File: src/rtl/uart_tx_ctrl_pkg.sv
// Shared constants for the UART transmit controller: bus widths, register
// offsets, STATUS bit positions and FSM state encodings.
`ifndef UART_TX_CTRL_DEFINES
`define UART_TX_CTRL_DEFINES
`define DataAddrBus 31:0
`define DataBus 31:0
`endif

package uart_tx_ctrl_pkg;

  localparam logic [1:0] REG_TXDATA  = 2'd0;
  localparam logic [1:0] REG_STATUS  = 2'd1;
  localparam logic [1:0] REG_DIVISOR = 2'd2;
  localparam logic [1:0] REG_RSVD    = 2'd3;

  localparam int ST_FULL_BIT  = 0;
  localparam int ST_EMPTY_BIT = 1;
  localparam int ST_BUSY_BIT  = 2;
  localparam int ST_CNT_LSB   = 3;
  localparam int ST_CNT_MSB   = 5;
  localparam int ST_OVF_BIT   = 6;

  typedef enum logic [1:0] {
    S_IDLE  = 2'd0,
    S_START = 2'd1,
    S_DATA  = 2'd2,
    S_STOP  = 2'd3
  } tx_state_e;

  // A programmed divisor of zero behaves like one cycle per bit.
  function automatic logic [15:0] eff_div(input logic [15:0] div);
    return (div == 16'd0) ? 16'd1 : div;
  endfunction

endpackage

File: src/rtl/uart_tx_fifo.sv
// Byte-wide TX FIFO; DEPTH must be a power of two (>= 2) so pointers wrap
// naturally. A push into a full FIFO is accepted only alongside a pop.
module uart_tx_fifo
  import uart_tx_ctrl_pkg::*;
#(
  parameter int DEPTH = 4,
  localparam int AW = $clog2(DEPTH),
  localparam int CW = AW + 1
) (
  input  logic          clk,
  input  logic          rst,
  input  logic          push,
  input  logic          pop,
  input  logic [7:0]    din,
  output logic [7:0]    dout,
  output logic          full,
  output logic          empty,
  output logic [CW-1:0] count
);

  logic [7:0]    mem_q [DEPTH];
  logic [7:0]    mem_d [DEPTH];
  logic [AW-1:0] wr_ptr_q, wr_ptr_d;
  logic [AW-1:0] rd_ptr_q, rd_ptr_d;
  logic [CW-1:0] count_q, count_d;
  logic          push_ok_s;
  logic          pop_ok_s;

  assign full      = (count_q == CW'(DEPTH));
  assign empty     = (count_q == CW'(0));
  assign count     = count_q;
  assign dout      = mem_q[rd_ptr_q];
  assign push_ok_s = push & (~full | pop);
  assign pop_ok_s  = pop & ~empty;

  // Next-state for storage, pointers and occupancy.
  always_comb begin
    mem_d    = mem_q;
    wr_ptr_d = wr_ptr_q;
    rd_ptr_d = rd_ptr_q;
    count_d  = count_q;
    if (push_ok_s) begin
      mem_d[wr_ptr_q] = din;
      wr_ptr_d        = wr_ptr_q + AW'(1);
    end else begin
      wr_ptr_d = wr_ptr_q;
    end
    if (pop_ok_s) begin
      rd_ptr_d = rd_ptr_q + AW'(1);
    end else begin
      rd_ptr_d = rd_ptr_q;
    end
    case ({push_ok_s, pop_ok_s})
      2'b10:   count_d = count_q + CW'(1);
      2'b01:   count_d = count_q - CW'(1);
      default: count_d = count_q;
    endcase
  end

  // FIFO state registers.
  always_ff @(posedge clk or negedge rst) begin
    if (!rst) begin
      for (int i = 0; i < DEPTH; i++) begin
        mem_q[i] <= 8'd0;
      end
      wr_ptr_q <= AW'(0);
      rd_ptr_q <= AW'(0);
      count_q  <= CW'(0);
    end else begin
      mem_q    <= mem_d;
      wr_ptr_q <= wr_ptr_d;
      rd_ptr_q <= rd_ptr_d;
      count_q  <= count_d;
    end
  end

endmodule

File: src/rtl/uart_tx_ctrl.sv
// Memory-mapped UART transmitter: register decode, baud counter and frame
// FSM (start, 8 data bits LSB first, stop) fed from uart_tx_fifo.
module uart_tx_ctrl
  import uart_tx_ctrl_pkg::*;
#(
  parameter logic [15:0] CLK_DIV_RESET = 16'd434,
  parameter int          FIFO_DEPTH    = 4
) (
  input  logic                clk,
  input  logic                rst,
  input  logic [`DataAddrBus] addr,
  input  logic [`DataBus]     data_i,
  input  logic [3:0]          sel,
  input  logic                we,
  input  logic                ce,
  output logic [`DataBus]     data_o,
  output logic                txd,
  output logic                irq
);

  localparam int CW = $clog2(FIFO_DEPTH) + 1;

  tx_state_e     state_q, state_d;
  logic [15:0]   cnt_q, cnt_d;
  logic [7:0]    shift_q, shift_d;
  logic [2:0]    bit_idx_q, bit_idx_d;
  logic          txd_q, txd_d;
  logic [15:0]   divisor_q, divisor_d;
  logic          ovf_q, ovf_d;

  logic          wr_en_s, rd_en_s;
  logic [1:0]    reg_sel_s;
  logic          push_s, pop_s, ovf_clr_s;
  logic          fifo_full_s, fifo_empty_s;
  logic [7:0]    fifo_dout_s;
  logic [CW-1:0] fifo_count_s;
  logic          bit_end_s;
  logic [15:0]   reload_s;
  logic [31:0]   status_s;
  logic          unused_bits;

  assign wr_en_s   = ce & we;
  assign rd_en_s   = ce & ~we;
  assign reg_sel_s = addr[3:2];
  assign push_s    = wr_en_s & (reg_sel_s == REG_TXDATA) & sel[0];
  assign ovf_clr_s = wr_en_s & (reg_sel_s == REG_STATUS) & sel[0] & data_i[ST_OVF_BIT];
  assign bit_end_s = (cnt_q == 16'd0);
  assign reload_s  = eff_div(divisor_q) - 16'd1;

  // Only addr[3:2], data_i[15:0] and sel[1:0] carry meaning here.
  assign unused_bits = ^{addr[31:4], addr[1:0], data_i[31:16], sel[3:2]};

  uart_tx_fifo #(.DEPTH(FIFO_DEPTH)) u_fifo (
    .clk   (clk),
    .rst   (rst),
    .push  (push_s),
    .pop   (pop_s),
    .din   (data_i[7:0]),
    .dout  (fifo_dout_s),
    .full  (fifo_full_s),
    .empty (fifo_empty_s),
    .count (fifo_count_s)
  );

  // Divisor byte lanes and the sticky overflow flag.
  always_comb begin
    divisor_d = divisor_q;
    ovf_d     = ovf_q;
    if (wr_en_s && (reg_sel_s == REG_DIVISOR)) begin
      if (sel[0]) begin
        divisor_d[7:0] = data_i[7:0];
      end else begin
        divisor_d[7:0] = divisor_q[7:0];
      end
      if (sel[1]) begin
        divisor_d[15:8] = data_i[15:8];
      end else begin
        divisor_d[15:8] = divisor_q[15:8];
      end
    end else begin
      divisor_d = divisor_q;
    end
    if (push_s && fifo_full_s && !pop_s) begin
      ovf_d = 1'b1;
    end else if (ovf_clr_s) begin
      ovf_d = 1'b0;
    end else begin
      ovf_d = ovf_q;
    end
  end

  // Frame FSM: every bit lasts reload_s+1 cycles, sampled at each bit boundary.
  always_comb begin
    state_d   = state_q;
    cnt_d     = cnt_q;
    shift_d   = shift_q;
    bit_idx_d = bit_idx_q;
    txd_d     = txd_q;
    pop_s     = 1'b0;
    case (state_q)
      S_IDLE: begin
        if (!fifo_empty_s) begin
          pop_s   = 1'b1;
          shift_d = fifo_dout_s;
          cnt_d   = reload_s;
          txd_d   = 1'b0;
          state_d = S_START;
        end else begin
          txd_d = 1'b1;
        end
      end
      S_START: begin
        if (bit_end_s) begin
          state_d   = S_DATA;
          txd_d     = shift_q[0];
          bit_idx_d = 3'd0;
          cnt_d     = reload_s;
        end else begin
          cnt_d = cnt_q - 16'd1;
        end
      end
      S_DATA: begin
        if (bit_end_s) begin
          cnt_d = reload_s;
          if (bit_idx_q == 3'd7) begin
            state_d = S_STOP;
            txd_d   = 1'b1;
          end else begin
            shift_d   = {1'b0, shift_q[7:1]};
            txd_d     = shift_q[1];
            bit_idx_d = bit_idx_q + 3'd1;
          end
        end else begin
          cnt_d = cnt_q - 16'd1;
        end
      end
      S_STOP: begin
        if (bit_end_s) begin
          if (!fifo_empty_s) begin
            pop_s   = 1'b1;
            shift_d = fifo_dout_s;
            cnt_d   = reload_s;
            txd_d   = 1'b0;
            state_d = S_START;
          end else begin
            cnt_d   = 16'd0;
            txd_d   = 1'b1;
            state_d = S_IDLE;
          end
        end else begin
          cnt_d = cnt_q - 16'd1;
        end
      end
      default: begin
        state_d = S_IDLE;
        cnt_d   = 16'd0;
        txd_d   = 1'b1;
      end
    endcase
  end

  // Controller state registers.
  always_ff @(posedge clk or negedge rst) begin
    if (!rst) begin
      state_q   <= S_IDLE;
      cnt_q     <= 16'd0;
      shift_q   <= 8'd0;
      bit_idx_q <= 3'd0;
      txd_q     <= 1'b1;
      divisor_q <= CLK_DIV_RESET;
      ovf_q     <= 1'b0;
    end else begin
      state_q   <= state_d;
      cnt_q     <= cnt_d;
      shift_q   <= shift_d;
      bit_idx_q <= bit_idx_d;
      txd_q     <= txd_d;
      divisor_q <= divisor_d;
      ovf_q     <= ovf_d;
    end
  end

  // STATUS word assembly.
  always_comb begin
    status_s                           = 32'd0;
    status_s[ST_FULL_BIT]              = fifo_full_s;
    status_s[ST_EMPTY_BIT]             = fifo_empty_s;
    status_s[ST_BUSY_BIT]              = (state_q != S_IDLE);
    status_s[ST_CNT_MSB:ST_CNT_LSB]    = 3'(fifo_count_s);
    status_s[ST_OVF_BIT]               = ovf_q;
  end

  // Combinational read port; zero whenever no read is addressed.
  always_comb begin
    data_o = 32'd0;
    if (rd_en_s) begin
      case (reg_sel_s)
        REG_STATUS:  data_o = status_s;
        REG_DIVISOR: data_o = {16'd0, divisor_q};
        REG_TXDATA:  data_o = 32'd0;
        REG_RSVD:    data_o = 32'd0;
        default:     data_o = 32'd0;
      endcase
    end else begin
      data_o = 32'd0;
    end
  end

  assign txd = txd_q;
  // Derived only from flops so bus activity cannot glitch it.
  assign irq = fifo_empty_s & (state_q == S_IDLE);

endmodule
File: config.mk
export PLATFORM = sky130hd
export DESIGN_NAME = uart_tx_ctrl
export DESIGN_NICKNAME = d
export VERILOG_FILES = /design/src/rtl/uart_tx_ctrl_pkg.sv /design/src/rtl/uart_tx_fifo.sv /design/src/rtl/uart_tx_ctrl.sv
export SDC_FILE = /design/constraint.sdc
export NUM_CORES = 1
export LEC_CHECK = 0
export ABC_AREA = 1
export BUFFER_PORTS_ARGS = -buffer_cell sky130_fd_sc_hd__buf_2
export CAP_MARGIN = 30
export CORE_MARGIN = 2
export CORE_UTILIZATION = 31
export CTS_BUF_LIST = sky130_fd_sc_hd__clkbuf_4
export DETAILED_ROUTE_END_ITERATION = 16
export GPL_ROUTABILITY_DRIVEN = 0
export HOLD_SLACK_MARGIN = 0.1
export PLACE_DENSITY_LB_ADDON = 0.25
export SLEW_MARGIN = 20
export SYNTH_ARGS = -nofsm -noshare
export SYNTH_HDL_FRONTEND = slang
export SYNTH_HIERARCHICAL = 1
export SYNTH_SLANG_ARGS = --single-unit
File: constraint.sdc
create_clock -name clk -period 4.95 [get_ports clk]
set_input_delay 0.495 -clock clk [delete_from_list [all_inputs] [get_ports clk]]
set_output_delay 0.495 -clock clk [all_outputs]
set_load 0.03 [all_outputs]
==> metrics, run 1 <==
setup TNS=0 ps; Final Hold Fails=0; area grow syn2layout=8.643%; worst hold slack=around 270 ps; commonest non-fill, non-tap cell in the layout=nand2_1; most frequent cells in the layout=nand2_1, dfrtp_1, nor2_1, inv_1, buf_2; async set-or-reset flop fraction in the synthesized netlist=1.000; DIE HEIGHT=136.2 um; gr ovfl total=0; clock power share=0.221; critical path class=flop to flop; M1 GR Usage=0.2299; Via density=around 4.7; Synth Flop Type=dfrtp_1; Reg power frac=0.481; pre-CTS setup slack=1481 ps; via count=approximately 4700; crit path launch=state_q[0]; worst skew pair latency=460 ps; Global Route met2 Usage=0.2432; initial antenna violation count=1; HP Class=input pin to flop; GR Util All Layers=0.1577; Clock Sinks=86; clk_skew=between 20 and 30 ps; Core ar.=roughly 17000 um2; drt total wl=13730 um; fin nets=between 800 and 900; Max Slew Vio Count=0; max_slew headroom=0.5753; endpoints failing setup=0; yosys warns=6; input/output buffers=between 40 and 50; Wirelength per Cell=roughly 14 um; status=completed; f_max=288.8 MHz; max_cap viols=0; Power Dens Cells=356.6 nW/um2; met3 Use GR=0.01715; die area=around 19000 um2; clk slew on worst S/H paths=130 ps; Max FO, Critical Path=23; Mean Syn Cell Area=between 7 and 8 um2; synthesized area=about 5400 um2; final worst path period share=0.6996; Root Driver=clkbuf_4; Least-Margin Pin Slew=roughly 640 ps; worst setup path end=u_fifo/count[1]; sequential area share after synthesis=0.3989; distinct cell type count after synthesis=42; first-pass GRT wire length=about 23000 um; H-tree lvl count=3; Pre-antenna DRT Iters=5; Internal Power=0.001282 W; layout cells sized above 1=0.1315; RR Startpoint=state_q[0]; Lkg Pwr=approximately 2.9 nW; critical path arrival=approximately 3800 ps; vias in the first global route=approximately 4500; largest net degree at the start of global routing=46; # DRC=0; CP required=5320 ps; die span in x=around 140 um; startpoint types=flop; Post-synth EDFFs=0; Worst R2R Setup Slack=between 1000 and 1500 ps; RSZ-0062 raised after global routing=false; number of I/O pins=106; Rows=48; post-DP HPWL=9688 um; Max rail drop VDD=around 0.00023 V; gr busiest metal=met2; clock buffer depth=2; CTS Buf Count=9; Final min period=roughly 3500 ps; antenna viol nets, final=0; number of gates resized after CTS=0; instance count of the mapped netlist=733; initial core utilization=0.3152; CP Capture Type=flop; combinational power share=0.298; DR iter-0 viols=224; R2R depth=13; reg2reg end=u_fifo/count[1]; Sw Pwr=approximately 0.0008 W; CTS tree=built; post-layout worst setup margin=about 1500 ps; Net Sw Frac=0.3889; Seq cells post-synth=86
-- what timing repair did --
item                      4_1_cts  5_1_grt
hold buffers                    1        0
hold endpoints to repair       41        0
setup buffers                   0        0
-- registers in the layout, indices dropped and copies added, names as in the netlist --
register and count:
cnt_q 16, u_fifo/mem_q 32, txd 1, u_fifo/wr_ptr_q 2
bit_idx_q 3, ovf_q 1, state_q 2, u_fifo/count 3
shift_q 8, u_fifo/rd_ptr_q 2, divisor_q 16
-- worst min path at each step --
stage | cells after the start | to | from
2_1_floorplan | 0 | bit_idx_q[0] | rst
3_3_place_gp | 2 | u_fifo/mem_q[15] | u_fifo/mem_q[15]
3_5_place_dp | 2 | u_fifo/mem_q[15] | u_fifo/mem_q[15]
4_1_cts | 2 | divisor_q[15] | data_i[15]
5_1_grt | 2 | divisor_q[15] | data_i[15]
6_report | 2 | divisor_q[15] | data_i[15]
-- cell type report --
| type | instances | area (um2) |
|---|---|---|
| clock inverter | 6 | 86.33 |
| antenna | 1 | 2.502 |
| inverter | 60 | 232.7 |
| timing repair buffer | 45 | 240.2 |
| multi-input combinational | 562 | 2811 |
| fill | 1897 | 11290 |
| tap | 225 | 281.5 |
| clock buffer | 9 | 67.56 |
| sequential | 86 | 2160 |
-- cell usage after synthesis, types with 2 or more instances --
| master | count | area share |
|---|---|---|
| inv_1 | 56 | 0.039 |
| buf_6 | 6 | 0.012 |
| nand2_1 | 245 | 0.17 |
| o21ai_0 | 37 | 0.034 |
| xnor2_1 | 5 | 0.0081 |
| o22ai_1 | 9 | 0.010 |
| nor3_1 | 13 | 0.012 |
| mux2_2 | 4 | 0.0083 |
| dfrtp_1 | 80 | 0.37 |
| nand4_1 | 38 | 0.044 |
| buf_2 | 10 | 0.0092 |
| dfstp_2 | 6 | 0.029 |
| a21oi_1 | 21 | 0.019 |
| buf_4 | 17 | 0.024 |
| nand2_2 | 6 | 0.0069 |
| nand3_1 | 28 | 0.026 |
| nor2_4 | 2 | 0.0042 |
| ha_1 | 13 | 0.030 |
| clkbuf_1 | 7 | 0.0049 |
| nand3b_1 | 2 | 0.0028 |
| o21ai_2 | 3 | 0.0049 |
| xor2_1 | 16 | 0.026 |
| nor2_2 | 5 | 0.0058 |
| nor2_1 | 78 | 0.054 |
| o211ai_1 | 4 | 0.0055 |
| nand3_2 | 6 | 0.011 |
-- cells by family (layout without fill, tap and decap cells) --
family                   count (synthesis)  after routing  share of synthesized area
AND/OR/NAND/NOR                        429            429                     0.3506
AO/OA/AOI/OAI                           78             78                    0.08066
other                                    1             17                  0.0006927
buffers and inverters                  100            120                    0.09314
adder cells (fa/ha/maj)                 14             14                    0.03374
flip-flops                              86             86                     0.3989
multiplexers                             4              4                   0.008319
XOR/XNOR                                21             21                    0.03397
-- per-stage QoR --
| stage | area, um2 | util | total power, W | cells |
|---|---|---|---|---|
| 2_1_floorplan | 5470 | - | 0.001487 | 748 |
| 3_3_place_gp | 5715 | 0.3328 | 0.001639 | 977 |
| 3_5_place_dp | 5715 | 0.3328 | 0.001646 | 977 |
| 4_1_cts | 5879 | 0.3423 | 0.002115 | 993 |
| 5_1_grt | 5882 | 0.3424 | 0.002265 | 994 |
| 6_report | 5882 | 0.3424 | 0.002097 | 994 |
-- power by group through the flow --
| stage | Clock (W) | Sequential [W] | Combinational, W |
|---|---|---|---|
| after detailed placement | 0 | 0.00102 | 0.000625 |
| final | 0.000463 | 0.00101 | 0.000626 |
| after CTS | 0.000478 | 0.00101 | 0.000629 |
| after global placement | 0 | 0.00102 | 0.000619 |
| after floorplan | 0 | 0.000980 | 0.000507 |
| after global routing | 0.000508 | 0.00103 | 0.000724 |
-- routing by layer --
metal / vias up / part of all wire / routed length (um)
met2: 71 / 0.46 / 6288
li1: 2411 / - / -
met5: - / 0 / 0
met1: 2228 / 0.50 / 6905
met4: 0 / 0.011 / 148
met3: 7 / 0.028 / 382
-- worst max-delay path: stages (launching register included) --
cell and delay, ps:
dfrtp_1 450, inv_1 120, ha_1 230, clkinv_1 340
nand2_4 340, inv_4 130, nor2_2 220, inv_1 80
nand3_2 400, nand2_1 180, ha_1 250, inv_1 90
fa_1 400, o21ai_0 160
(Power assumes the default switching activity.)
==> run 2: changes to the inputs <==
ABC_AREA = 0   (was 1)
clock period = 2.9 ns   (was 4.95 ns; I/O delays follow)
==> metrics, run 2 <==
top cell type's share of synthesized area=0.3932 (was 0.3698); Synth Area in Compound Gates=0.1229 (was 0.08066); Post-synth EDFFs=0 (unchanged); multiplexer share of the synthesized area=0.1971 (was 0.008320); startpoint types=flop (unchanged); Lkg Pwr=2.786 nW (was 2.948 nW); Clock Sinks=86 (unchanged); Final Hold Fails=0 (unchanged); R2R depth=13 (unchanged); drt total wl=12020 um (was 13730 um); worst setup path end=u_fifo/count[2] (was u_fifo/count[1]); Root Driver=clkbuf_4 (unchanged); Final min period=2970 ps (was 3463 ps); slowest CP cell=or4_4 (was dfrtp_1); clock buffer depth=2 (unchanged); Core ar.=15940 um2 (was 17180 um2); status=finished, violations left (was completed); Pre-antenna DRT Iters=4 (was 5); max_slew headroom=0.5097 (was 0.5753); critical path class=flop to flop (unchanged); die span in x=132.2 um (was 136.2 um); layout cells sized above 1=0.3839 (was 0.1315); input/output buffers=41 (unchanged); CP max stage delay=560 ps (was 450 ps); CP Capture Type=flop (unchanged); commonest non-fill, non-tap cell in the layout=dfrtp_1 (was nand2_1); Regs by FF count=u_fifo/mem_q x32, cnt_q x16, divisor_q x16 (unchanged); Synth Flop Type=dfrtp_1 (unchanged); largest register by flop count=u_fifo/mem_q (unchanged); max reg flops=32 (unchanged); async set-or-reset flop fraction in the synthesized netlist=1.000 (unchanged); fin nets=641 (was 850); Max rail drop VDD=0.0004515 V (was 0.0002288 V); most frequent cells in the layout=dfrtp_1, mux2_2, buf_4, buf_2, nor2_1 (was nand2_1, dfrtp_1, nor2_1, inv_1, buf_2); # DRC=0 (unchanged); Via density=4.949 (was 4.745); via count=3845 (was 4717); yosys warns=6 (unchanged); count leader, synth=dfrtp_1 (was nand2_1); Wirelength per Cell=15.47 um (was 13.81 um); Synth area leaders=dfrtp_1, mux2_2, mux4_2 (was dfrtp_1, nand2_1, nor2_1); post-DP HPWL=8932 um (was 9688 um); H-tree lvl count=3 (unchanged); CP required=3240 ps (was 5320 ps); distinct cell type count after synthesis=71 (was 42); CTS Buf Count=9 (unchanged); main combinational cell family by area after synthesis=multiplexers (was simple AND/OR/NAND/NOR gates); initial core utilization=0.3193 (was 0.3152); Power Dens Cells=937.0 nW/um2 (was 356.6 nW/um2); RSZ-0062 raised after global routing=true (was false); RR Startpoint=cnt_q[13] (was state_q[0]); die area=17460 um2 (was 18540 um2); Total Power=0.005712 W (was 0.002097 W); critical path arrival=3310 ps (was 3830 ps); crit path launch=cnt_q[13] (was state_q[0]); Post-Synth Adder-Cell Area=0.03588 (was 0.03374); Rows=46 (was 48); clk slew on worst S/H paths=160 ps (was 130 ps); final worst path period share=1.024 (was 0.6996); post-layout worst setup margin=-70.32 ps (was 1487 ps); DIE HEIGHT=132.2 um (was 136.2 um); Worst R2R Setup Slack=-70 ps (was 1490 ps); DR iter-0 viols=86 (was 224); CP bufs+invs=2 (was 5); pre-CTS setup slack=-165.5 ps (was 1481 ps); instance count of the mapped netlist=462 (was 733); CP delay by family, top=simple AND/OR/NAND/NOR gates (unchanged); area grow syn2layout=19.73% (was 8.643%); FILL cells=1592 (was 1897); Max FO, Critical Path=3 (was 23); post-synthesis simple-gate area fraction=0.1452 (was 0.3506); number of I/O pins=106 (unchanged); Least-Margin Pin Slew=732.8 ps (was 637.0 ps); Mean Syn Cell Area=11.02 um2 (was 7.386 um2); reg2reg end=u_fifo/count[2] (was u_fifo/count[1]); Seq cells post-synth=86 (unchanged); GR Util All Layers=0.1417 (was 0.1577); CTS tree=built (unchanged); initial antenna violation count=1 (unchanged); first-pass GRT wire length=20070 um (was 23120 um); max_cap viols=0 (unchanged); critical-path cell list=or4_4 > nor4_4 > a21oi_2 > nor3_2 > buf_4 > nor4b_4 > or2b_4 > ha_4 > inv_2 > fa_2 > xor2_1 > nor2_1 > xor2_1 (was inv_1 > ha_1 > clkinv_1 > nand2_4 > inv_4 > nor2_2 > inv_1 > nand3_2 > nand2_1 > ha_1 > inv_1 > fa_1 > o21ai_0); synthesized area=5091 um2 (was 5414 um2); largest net degree at the start of global routing=50 (was 46); clk_skew=24.89 ps (was 25.13 ps); sequential area share after synthesis=0.4242 (was 0.3989); endpoints failing setup=2 (was 0); vias in the first global route=3889 (was 4487); violated checks=setup timing; Post-Synth XOR/XNOR Area=0.02236 (was 0.03397); CP Depth=13 (unchanged); f_max=336.7 MHz (was 288.8 MHz); CP most frequent cell=xor2_1 (was inv_1); worst hold slack=113.3 ps (was 274.1 ps); HP Class=input pin to flop (unchanged); Synth area leader=dfrtp_1 (unchanged); Max Slew Vio Count=0 (unchanged); gr ovfl total=0 (unchanged); Synth top cells by count=dfrtp_1, mux2_2, nor2_1 (was nand2_1, dfrtp_1, nor2_1); Final Core Density=0.3824 (was 0.3424); antenna viol nets, final=0 (unchanged); worst skew pair latency=470 ps (was 460 ps)
run 2: cell count changes in the layout (fill, tap and decap cells not counted), moves of 10 or more:
cell,previous run,this run
nand2_1,245,21
inv_1,56,13
nand4_1,38,3
xor2_1,16,6
o21ai_0,37,21
nand3_1,28,5
mux2_2,4,56
buf_4,4,52
nor2_1,78,27
run 2: worst reg2reg max path: cells and delay by family, from the launching register on:
kind / cells / cell delay, ps
flops: 1 / 410
xor+xnor: 2 / 280
simple gates: 6 / 1470
compound gates: 1 / 110
buf+inv: 2 / 230
fa+ha+maj: 2 / 350
run 2: worst min-delay path by stage:
| stage | startpoint | endpoint | slack [ps] | depth (start not counted) |
|---|---|---|---|---|
| 2_1_floorplan | rst | bit_idx_q[0] | -6 | 0 |
| 3_3_place_gp | rst | u_fifo/mem_q[5] | 350 | 1 |
| 3_5_place_dp | rst | u_fifo/mem_q[13] | 360 | 1 |
| 4_1_cts | data_i[1] | divisor_q[1] | 110 | 3 |
| 5_1_grt | data_i[5] | u_fifo/mem_q[29] | 110 | 2 |
| 6_report | data_i[1] | divisor_q[1] | 110 | 3 |
run 2: metrics by stage:
| step | setup TNS, ps | instance area, um2 | std cells |
|---|---|---|---|
| after floorplan | -1121 | 5202 | 477 |
| after global placement | -221.6 | 5818 | 747 |
| after detailed placement | -269.9 | 5818 | 747 |
| after CTS | -390.5 | 6073 | 775 |
| after global routing | -433.9 | 6096 | 777 |
| final | -127.2 | 6096 | 777 |
run 2: timing repair:
action,4_1_cts,5_1_grt
resized for setup,3,3
setup buffers,3,1
endpoints found under the setup margin,2,36
hold buffers,9,0
pin swaps,9,2
hold endpoints to repair,53,0
run 2: power breakdown:
group,internal (W),switching [W],total (W)
registers,0.00162,0.000357,0.00197
logic,0.00155,0.00154,0.00309
clock network,0.000187,0.000460,0.000647
total,0.00335,0.00236,0.00571
run 2: area by class of cell:
cell class	instances	area, um2	area share
Inverter	16	60.06	0.009852
Tap cell	216	270.3	0.04433
Clock buffer	9	67.56	0.01108
Sequential cell	86	2160	0.3543
Clock inverter	7	57.56	0.009442
Timing Repair Buffer	101	680.7	0.1117
Antenna cell	1	2.502	0.0004105
Multi-Input combinational cell	341	2798	0.4589
run 2: cells by family (layout without fill, tap and decap cells):
| logic type | count (synthesis) | after routing |
|---|---|---|
| compound gates | 89 | 89 |
| xor+xnor | 13 | 13 |
| fa+ha+maj | 14 | 14 |
| buf+inv | 50 | 133 |
| flops | 86 | 86 |
| mux | 79 | 79 |
| other cells | 1 | 17 |
| simple gates | 130 | 130 |
run 2: per-layer routing:
metal | GRT usage | vias up | part of all wire
met1 | 0.1925 | 1904 | 0.49
li1 | - | 1857 | -
met5 | 0 | - | 0
met3 | 0.02191 | 10 | 0.032
met4 | 0.04891 | 0 | 0.014
met2 | 0.2303 | 74 | 0.47
